--- src/rtl/alu_pkg.sv ---
// alu_pkg: ALU control codes, main-control ALU classes, R-type funct values and the default op-bundle width.
package alu_pkg;
   localparam logic [3:0] ALU_AND = 4'b0000;
   localparam logic [3:0] ALU_OR  = 4'b0001;
   localparam logic [3:0] ALU_ADD = 4'b0010;
   localparam logic [3:0] ALU_SUB = 4'b0110;
   localparam logic [3:0] ALU_SLT = 4'b0111;
   localparam logic [3:0] ALU_NOR = 4'b1100;
   localparam logic [1:0] ALUOP_MEM   = 2'b00;
   localparam logic [1:0] ALUOP_BR    = 2'b01;
   localparam logic [1:0] ALUOP_RTYPE = 2'b10;
   localparam logic [5:0] FUNCT_ADD = 6'b100000;
   localparam logic [5:0] FUNCT_SUB = 6'b100010;
   localparam logic [5:0] FUNCT_AND = 6'b100100;
   localparam logic [5:0] FUNCT_OR  = 6'b100101;
   localparam logic [5:0] FUNCT_SLT = 6'b101010;
   localparam logic [5:0] FUNCT_NOR = 6'b100111;
   // {ALUCont, A, B, dest, illegal} at the default widths
   localparam int OP_W = 4 + 32 + 32 + 5 + 1;
endpackage

--- src/rtl/alu_decode.sv ---
// alu_decode: combinational ALU_Op/funct to ALUCont; unknown encodings execute as ADD and are flagged illegal.
module alu_decode
   import alu_pkg::*;
#(
   parameter int CONT_W = 4
) (
   input  logic [1:0]        alu_op,
   input  logic [5:0]        funct,
   output logic [CONT_W-1:0] cont,
   output logic              illegal
);
   logic [3:0] code;
   always_comb begin
      code    = ALU_ADD;
      illegal = 1'b0;
      case (alu_op)
         ALUOP_MEM: code = ALU_ADD;
         ALUOP_BR:  code = ALU_SUB;
         ALUOP_RTYPE:
            case (funct)
               FUNCT_ADD: code = ALU_ADD;
               FUNCT_SUB: code = ALU_SUB;
               FUNCT_AND: code = ALU_AND;
               FUNCT_OR:  code = ALU_OR;
               FUNCT_SLT: code = ALU_SLT;
               FUNCT_NOR: code = ALU_NOR;
               default:   illegal = 1'b1;
            endcase
         default: illegal = 1'b1;
      endcase
   end
   assign cont = CONT_W'(code);
endmodule

--- src/rtl/alu_issue_stage.sv ---
// alu_issue_stage: registered ID/EX issue stage with a one-entry skid behind the main register,
// valid/ready handshake to the ALU, flush, and a saturating illegal-op counter.
module alu_issue_stage
   import alu_pkg::*;
#(
   parameter int DATA_W = 32,
   parameter int CONT_W = 4,
   parameter int REG_W  = 5,
   parameter int CNT_W  = 8
) (
   input  logic              clk,
   input  logic              rst_n,
   input  logic              flush,
   input  logic              in_valid,
   output logic              in_ready,
   input  logic [1:0]        ALU_Op,
   input  logic [5:0]        funct_field,
   input  logic [DATA_W-1:0] rs_data,
   input  logic [DATA_W-1:0] rt_data,
   input  logic [DATA_W-1:0] imm,
   input  logic              ALUSrc,
   input  logic [REG_W-1:0]  dest_reg,
   output logic              out_valid,
   input  logic              out_ready,
   output logic [CONT_W-1:0] ALUCont,
   output logic [DATA_W-1:0] A,
   output logic [DATA_W-1:0] B,
   output logic [REG_W-1:0]  out_dest,
   output logic              out_illegal,
   output logic [CNT_W-1:0]  illegal_cnt
);
   localparam int BW = CONT_W + 2 * DATA_W + REG_W + 1;
   logic [CONT_W-1:0] cont;
   logic              illegal;
   logic [BW-1:0]     in_op, main_op, skid_op;
   logic              skid_valid, accept, fire;

   alu_decode #(.CONT_W(CONT_W)) u_decode (
      .alu_op  (ALU_Op),
      .funct   (funct_field),
      .cont    (cont),
      .illegal (illegal)
   );

   assign in_op    = {cont, rs_data, ALUSrc ? imm : rt_data, dest_reg, illegal};
   assign in_ready = ~skid_valid;
   assign accept   = in_valid & in_ready & ~flush;
   assign fire     = out_valid & out_ready;
   assign {ALUCont, A, B, out_dest, out_illegal} = main_op;

   // skid is only ever occupied while main holds an unfired op, so main-empty implies skid-empty
   always_ff @(posedge clk or negedge rst_n) begin
      if (!rst_n) begin
         out_valid  <= 1'b0;
         skid_valid <= 1'b0;
         main_op    <= '0;
         skid_op    <= '0;
      end else if (flush) begin
         out_valid  <= 1'b0;
         skid_valid <= 1'b0;
      end else if (!out_valid || fire) begin
         if (skid_valid) begin
            main_op    <= skid_op;
            out_valid  <= 1'b1;
            skid_valid <= 1'b0;
         end else if (accept) begin
            main_op   <= in_op;
            out_valid <= 1'b1;
         end else begin
            out_valid <= 1'b0;
         end
      end else if (accept) begin
         skid_op    <= in_op;
         skid_valid <= 1'b1;
      end
   end

   always_ff @(posedge clk or negedge rst_n) begin
      if (!rst_n) illegal_cnt <= '0;
      else if (accept && illegal && !(&illegal_cnt)) illegal_cnt <= illegal_cnt + 1'b1;
   end
endmodule

--- config.mk ---
export PLATFORM = sky130hd
export DESIGN_NAME = alu_issue_stage
export DESIGN_NICKNAME = d
export VERILOG_FILES = /design/src/rtl/alu_pkg.sv /design/src/rtl/alu_decode.sv /design/src/rtl/alu_issue_stage.sv
export SDC_FILE = /design/constraint.sdc
export NUM_CORES = 1
export LEC_CHECK = 0
export CAP_MARGIN = 40
export CORE_MARGIN = 2
export CORE_UTILIZATION = 43
export CTS_CLUSTER_DIAMETER = 120
export DETAILED_ROUTE_END_ITERATION = 6
export GPL_TIMING_DRIVEN = 1
export PLACE_DENSITY_LB_ADDON = 0.1
export RECOVER_POWER = 50
export SETUP_SLACK_MARGIN = 0.5
export SYNTH_ARGS = -nofsm -noshare
export SYNTH_HDL_FRONTEND = slang
export SYNTH_SLANG_ARGS = --single-unit
--- constraint.sdc ---
create_clock -name clk -period 1.7 [get_ports clk]
set_input_delay 0.34 -clock clk [delete_from_list [all_inputs] [get_ports clk]]
set_output_delay 0.34 -clock clk [all_outputs]
set_load 0.02 [all_outputs]
**After elaboration in Yosys (flattened, before gate mapping)**

Cells that the tools add are included.

- Input port bits: 115
- Bits in registers: 158
- Output and inout port bits: 84
- Word-level logic and storage cells: 48

- Multiplexer cells: 14
- Bitwise logic cells: 6
- Equality and inequality tests: 8
- Reductions and logical operators: 14
- Add/sub/neg operators: 1

Operator list:

| kind | count |
|---|---|
| 2-to-1 mux 74 bit | 2 |
| == test 6 bit (second input constant) | 6 |
| 2-to-1 mux 32 bit | 1 |
| case mux 4 bit (5 select lines) | 1 |
| adder 8 x 1 -> 8 bit (second input constant) | 1 |
| 2-to-1 mux 1 bit | 8 |
| case mux 4 bit (2 select lines) | 1 |
| AND reduction 8 bit | 1 |
| AND reduction 3 bit | 2 |
| OR reduction 6 bit | 1 |
| nonzero test 2 bit | 2 |
| bitwise AND 1 bit | 3 |
| inverter 1 bit | 3 |
| nonzero test 3 bit | 1 |
| == test 2 x 1 -> 1 bit (second input constant) | 1 |
| == test 2 bit (second input constant) | 1 |
| logical AND 1 bit | 2 |
| logical NOT 1 bit | 2 |
| logical NOT 2 bit | 1 |
| case mux 1 bit (2 select lines) | 1 |
| OR reduction 2 bit | 1 |
| logical OR 1 bit | 1 |

**Depth between registers and ports, before layout**

- Depth in word-level cells: 7
- Mapped depth: 8
- Gate-level depth less buffers: 7

**By module**

A second synthesis with hierarchy kept.

- Cell total of the unflattened synthesis: 571
- Area total of the unflattened synthesis: 7873.8 sq um

By module, submodules not included:

| module | area each (sq um) | cells an instance | instances | sequential area each (sq um) |
|---|---|---|---|---|
| alu_issue_stage | 7683.6 | 545 | 1 | 3953.8 |
| alu_decode | 190.2 | 26 | 1 | 0.0 |

**Worst setup path before layout**

No wires, ideal clock.

- Kind: input to register
- From: input ALU_Op[0]
- To: register illegal_cnt[1]
- Stages on the path: 6
- Data required time: 1.575 ns
- Path buffers: 1
- Library setup time: 0.125 ns
- Data arrival time: 1.767 ns
- Slack: -0.192 ns
- Path through: inv_1 ha_1 or3_1 a2111o_1 buf_6 mux2_4

- Word-level cells in the longest chain between the ends: 5
- Elaborated cells between the ends (all ways): 7
- Those cells by class: eq/ne: 2; mux: 1; reduce/logical: 4

RTL lines:

| what | line | text |
|---|---|---|
| from (decl) | alu_issue_stage.sv:16 | `input logic [1:0] ALU_Op,` |
| == test 2 x 1 -> 1 bit / logical NOT 2 bit (equally long branches) | alu_decode.sv:16 | `case (alu_op)` |
| OR reduction 2 bit (no line) | -- |  |
| case mux 1 bit (2 select lines) (*) | alu_decode.sv:16 |  |
| logical AND 1 bit (*) (2 in a row) | alu_issue_stage.sv:80 | `else if (accept && illegal && !(&illegal_cnt)) illegal_cnt <= illegal_cnt + 1'b1;` |
| to (signal assigned) | alu_issue_stage.sv:80 |  |
| to (decl) | alu_issue_stage.sv:30 | `output logic [CNT_W-1:0] illegal_cnt` |

Mark *: on every way between the ends. The rest lies on a longest branch, timed or not.
A chain may end at the register's enable or synchronous reset.

**Worst setup path in the final report**

- From: register skid_valid
- To: register main_op[20]

- Word-level cells in the longest chain between the ends: 5
- Elaborated cells between the ends (all ways): 6
- Those cells by class: mux: 1; bitwise: 3; reduce/logical: 2

RTL lines:

| what | line | text |
|---|---|---|
| from (decl) | alu_issue_stage.sv:36 | `logic skid_valid, accept, fire;` |
| from (signal assigned) | alu_issue_stage.sv:55 | `skid_valid <= 1'b0;` |
| from (signal assigned) | alu_issue_stage.sv:60 | `skid_valid <= 1'b0;` |
| from (signal assigned) | alu_issue_stage.sv:65 | `skid_valid <= 1'b0;` |
| inverter 1 bit | alu_issue_stage.sv:46 | `assign in_ready = ~skid_valid;` |
| bitwise AND 1 bit (2 in a row) | alu_issue_stage.sv:47 | `assign accept = in_valid & in_ready & ~flush;` |
| nonzero test 2 bit (no line) | -- |  |
| AND reduction 3 bit (no line) | -- |  |
| to (signal assigned) | alu_issue_stage.sv:63 | `main_op <= skid_op;` |
| to (signal assigned) | alu_issue_stage.sv:67 | `main_op <= in_op;` |
| to (decl) | alu_issue_stage.sv:35 | `logic [BW-1:0] in_op, main_op, skid_op;` |

Several ways; a longest one is shown, not always the timed one.

==> summary.md <==
| Metric | Value |
|---|---|
| Run status | complete, but fails checks |
| Failing checks | setup timing |
| Synthesized area | 6990 um^2 |
| Part of the cycle the worst path needs | 1.06 |
| Slew HR | 0.435 |
| RSZ-0062 raised after global routing | yes |
| CTS tree | done |
| FF-to-FF End | main_op[20]$_DFFE_PN0P_ |
| Peak supply drop | 0.000779 V |
| Setup crit end kind | register |
| Clock sink total | 158 |
| Vias | 6451 |
| CTS HTree Levels | 4 |
| Worst hold start | funct_field[0] |
| GR Overflow Total | 0 |
| Initial antenna violation count | 0 |
| Origin of the critical flop-to-flop path | skid_valid$_DFFE_PN0P_ |
| Gate Count Post-Synth | 665 |
| Most frequent cells after synthesis | dfrtp_1, nand2_1, o21ai_0, mux2i_1, nor2_1 |
| Core Area | 15900 um^2 |
| Number of remaining DRC errors | 0 |
| PwrDens | 1040 nW/um^2 |
| Max-cap viol count | 0 |
| Synth warn | 0 |
| Filler instances | 915 |
| CP arrival | 2.09 ns |
| Insertion delay to the later sink of the worst-skew pair | 0.43 ns |
| Top cell type's share of synthesized area | 0.565 |
| Routing usage on met2 | 0.470 |
| Setup CP Type | reg -> reg |
| Area growth syn-to-layout | 82.8% |
| Setup TNS | -3.65 ns |
| EDFF count, synth | 0 |
| Worst-margin pin slew | 0.848 ns |
| Flops & latches, synth | 158 |
| Met1 Use GR | 0.316 |
| Die area | 17300 um^2 |
| Cell taking the most area after synthesis | dfrtp_1 |
| DRT Pass-1 Iters | 5 |
| Final setup vio count | 72 |
| GR Layer Usage met3 | 0.0721 |
| Leakage | 6.06 nW |
| Final setup margin | -0.0942 ns |
| Share of cells above drive strength 1 | 0.477 |
| Cell depth of the worst hold path | 4 |
| Average size of a mapped cell | 10.5 um^2 |
| Worst stage delay on the critical path | 0.65 ns |
| Syn_nets | 784 |
| Core Util, Final | 0.805 |
| Starting density of the core | 0.440 |
| Die width | 132 um |
| CTS clk-pin slew, worst paths | 0.06 ns |
| Top post-synthesis cells by area | dfrtp_1, mux2i_1, o21ai_0, mux2_2, nand2_1 |
| Final Max Tran Viols | 0 |
| WP data required | 1.99 ns |
| Final ANT Viol Nets | 0 |
| Most common cell in the synthesized netlist | dfrtp_1 |
| DR WL/cell | 20.1 um |
| Final Hold Viols | 0 |
| Seq/Total Area, Yosys | 0.565 |
| Most used routing layer | met2 |
| Internal reg-to-reg setup slack | -0.09 ns |
| Hold_ws | 0.459 ns |
| Worst clock skew | 0.00898 ns |
| HPWL Detailed | 12.5 mm |
| Largest net degree at the start of global routing | 58 |
| R2R cell count | 4 |
| Min-Delay Endpoint | skid_op[73]$_DFFE_PN0P_ |
| Clk buf depth | 2 |
| Clock buffer count from CTS | 17 |
| Port Buf Inserts | 198 |
| Rows | 46 |
| Post-synth top flop | dfrtp_1 |
| Post-route minimum period | 1.79 ns |
| Worst hold-check path type | in -> reg |
| Diodes inserted | 0 |
| F_max | 0.557 GHz |
| Cell variety after synth | 38 |
| Critical Path Slowest Stage Cell | buf_4 |
| Fraction of registers with async set/reset | 1.00 |
| Crit-path max FO | 51 |
| Routed WL | 24.6 mm |
| Vias in the first global route | 6771 |
| Die Ht | 132 um |
| Clock root cell | clkbuf_16 |
| CP Launch Type | register |
| Global-route wire length before repair | 36.0 mm |
| GP Congestion | 0.819 |
| Total GRT Usage | 0.265 |
| # IOs | 199 |
| Nets | 1111 |
| Worst path cell trace | buf_4 > nor2_1 > a21oi_1 > o21ai_2 |
| DRT iter0 DRCs | 266 |
| Vias per cell | 5.29 |
[through the flow]
| stage | area [um^2] | power, mW | worst slack (ns) | cells |
|---|---|---|---|---|
| 6_report | 12800 | 13.3 | -0.0942 | 1219 |
| 3_3_place_gp | 9730 | 7.97 | -0.763 | 1080 |
| 4_1_cts | 11600 | 12.4 | -0.135 | 1169 |
| 3_5_place_dp | 9730 | 8.11 | -0.862 | 1080 |
| 2_1_floorplan | 7380 | 6.57 | -0.0971 | 665 |
| 5_1_grt | 12800 | 13.9 | -0.162 | 1219 |
[registers in the layout, indices dropped and copies added, names as in the netlist]
register	count
out_valid	1
main_op	74
illegal_cnt	8
skid_op	74
skid_valid	1
[cell type report]
type,count,area [um^2],area share
clock inverter,11,119,0.00929
timing repair buffer,352,4150,0.324
sequential,158,3960,0.310
multi-input combinational,456,3820,0.299
inverter,7,41.3,0.00323
clock buffer,19,433,0.0339
tap,216,270,0.0211
[repair_timing]
action	4_1_cts	5_1_grt
buffers inserted	36	45
gates cloned	22	5
setup endpoints to repair	240	240
hold buffers	1	0
pin swaps	33	74
gates resized for setup	606	198
endpoints found under the hold margin	41	0
[metal layers]
metal  up-vias  wire [um]
li1       2971          -
met1      3262       9730
met2       176      13100
met3        42       1300
met4         0        442
met5         -          0
[power by group]
group	internal (mW)	total, mW	switching (mW)
sequential	4.54	5.19	0.650
combinational	2.50	4.41	1.91
clock	2.14	3.71	1.57
total	9.18	13.3	4.13
[layout by cell type, fill, tap and decap left out, types with 22 or more instances in the layout]
master / netlist / layout
buf_4: 0 / 79
o21ai_1: 10 / 48
clkdlybuf4s50_1: 0 / 104
mux2i_1: 69 / 69
buf_16: 0 / 24
clkbuf_16: 0 / 22
nand2_2: 0 / 38
o21ai_2: 0 / 56
dfrtp_1: 158 / 155
nor2_1: 42 / 38
mux2_4: 1 / 39
a21oi_1: 37 / 36
nand2_4: 0 / 45
buf_6: 1 / 106
nand2_1: 112 / 28
[how the worst max path moves through the flow]
| stage | start | end | slack (ns) | cells past startpoint |
|---|---|---|---|---|
| after floorplan | ALU_Op[1] | illegal_cnt[1]$_DFFE_PN0P_ | -0.1 | 6 |
| after global placement | ALU_Op[1] | illegal_cnt[6]$_DFFE_PN0P_ | -0.76 | 9 |
| after detailed placement | ALU_Op[1] | illegal_cnt[6]$_DFFE_PN0P_ | -0.86 | 9 |
| after CTS | skid_valid$_DFFE_PN0P_ | illegal_cnt[5]$_DFFE_PN0P_ | -0.13 | 6 |
| after global routing | skid_valid$_DFFE_PN0P_ | main_op[20]$_DFFE_PN0P_ | -0.16 | 4 |
| final | skid_valid$_DFFE_PN0P_ | main_op[20]$_DFFE_PN0P_ | -0.09 | 4 |
[critical path, delay by kind of cell (launching register included)]
family | cells | cell delay (ns)
DFF | 1 | 0.44
buffers and inverters | 1 | 0.65
AOI/OAI and AO/OA | 2 | 0.42
and+or+nand+nor | 1 | 0.11
[cell families after synthesis]
group,share of synthesized area
AOI/OAI and AO/OA,0.114
xor gates and xnor gates,0.00877
adders and majority gates,0.00716
buffers and inverters,0.0308
DFF,0.565
muxes,0.162
and+or+nand+nor,0.111
No activity file was read; power rests on OpenSTA's default activity.
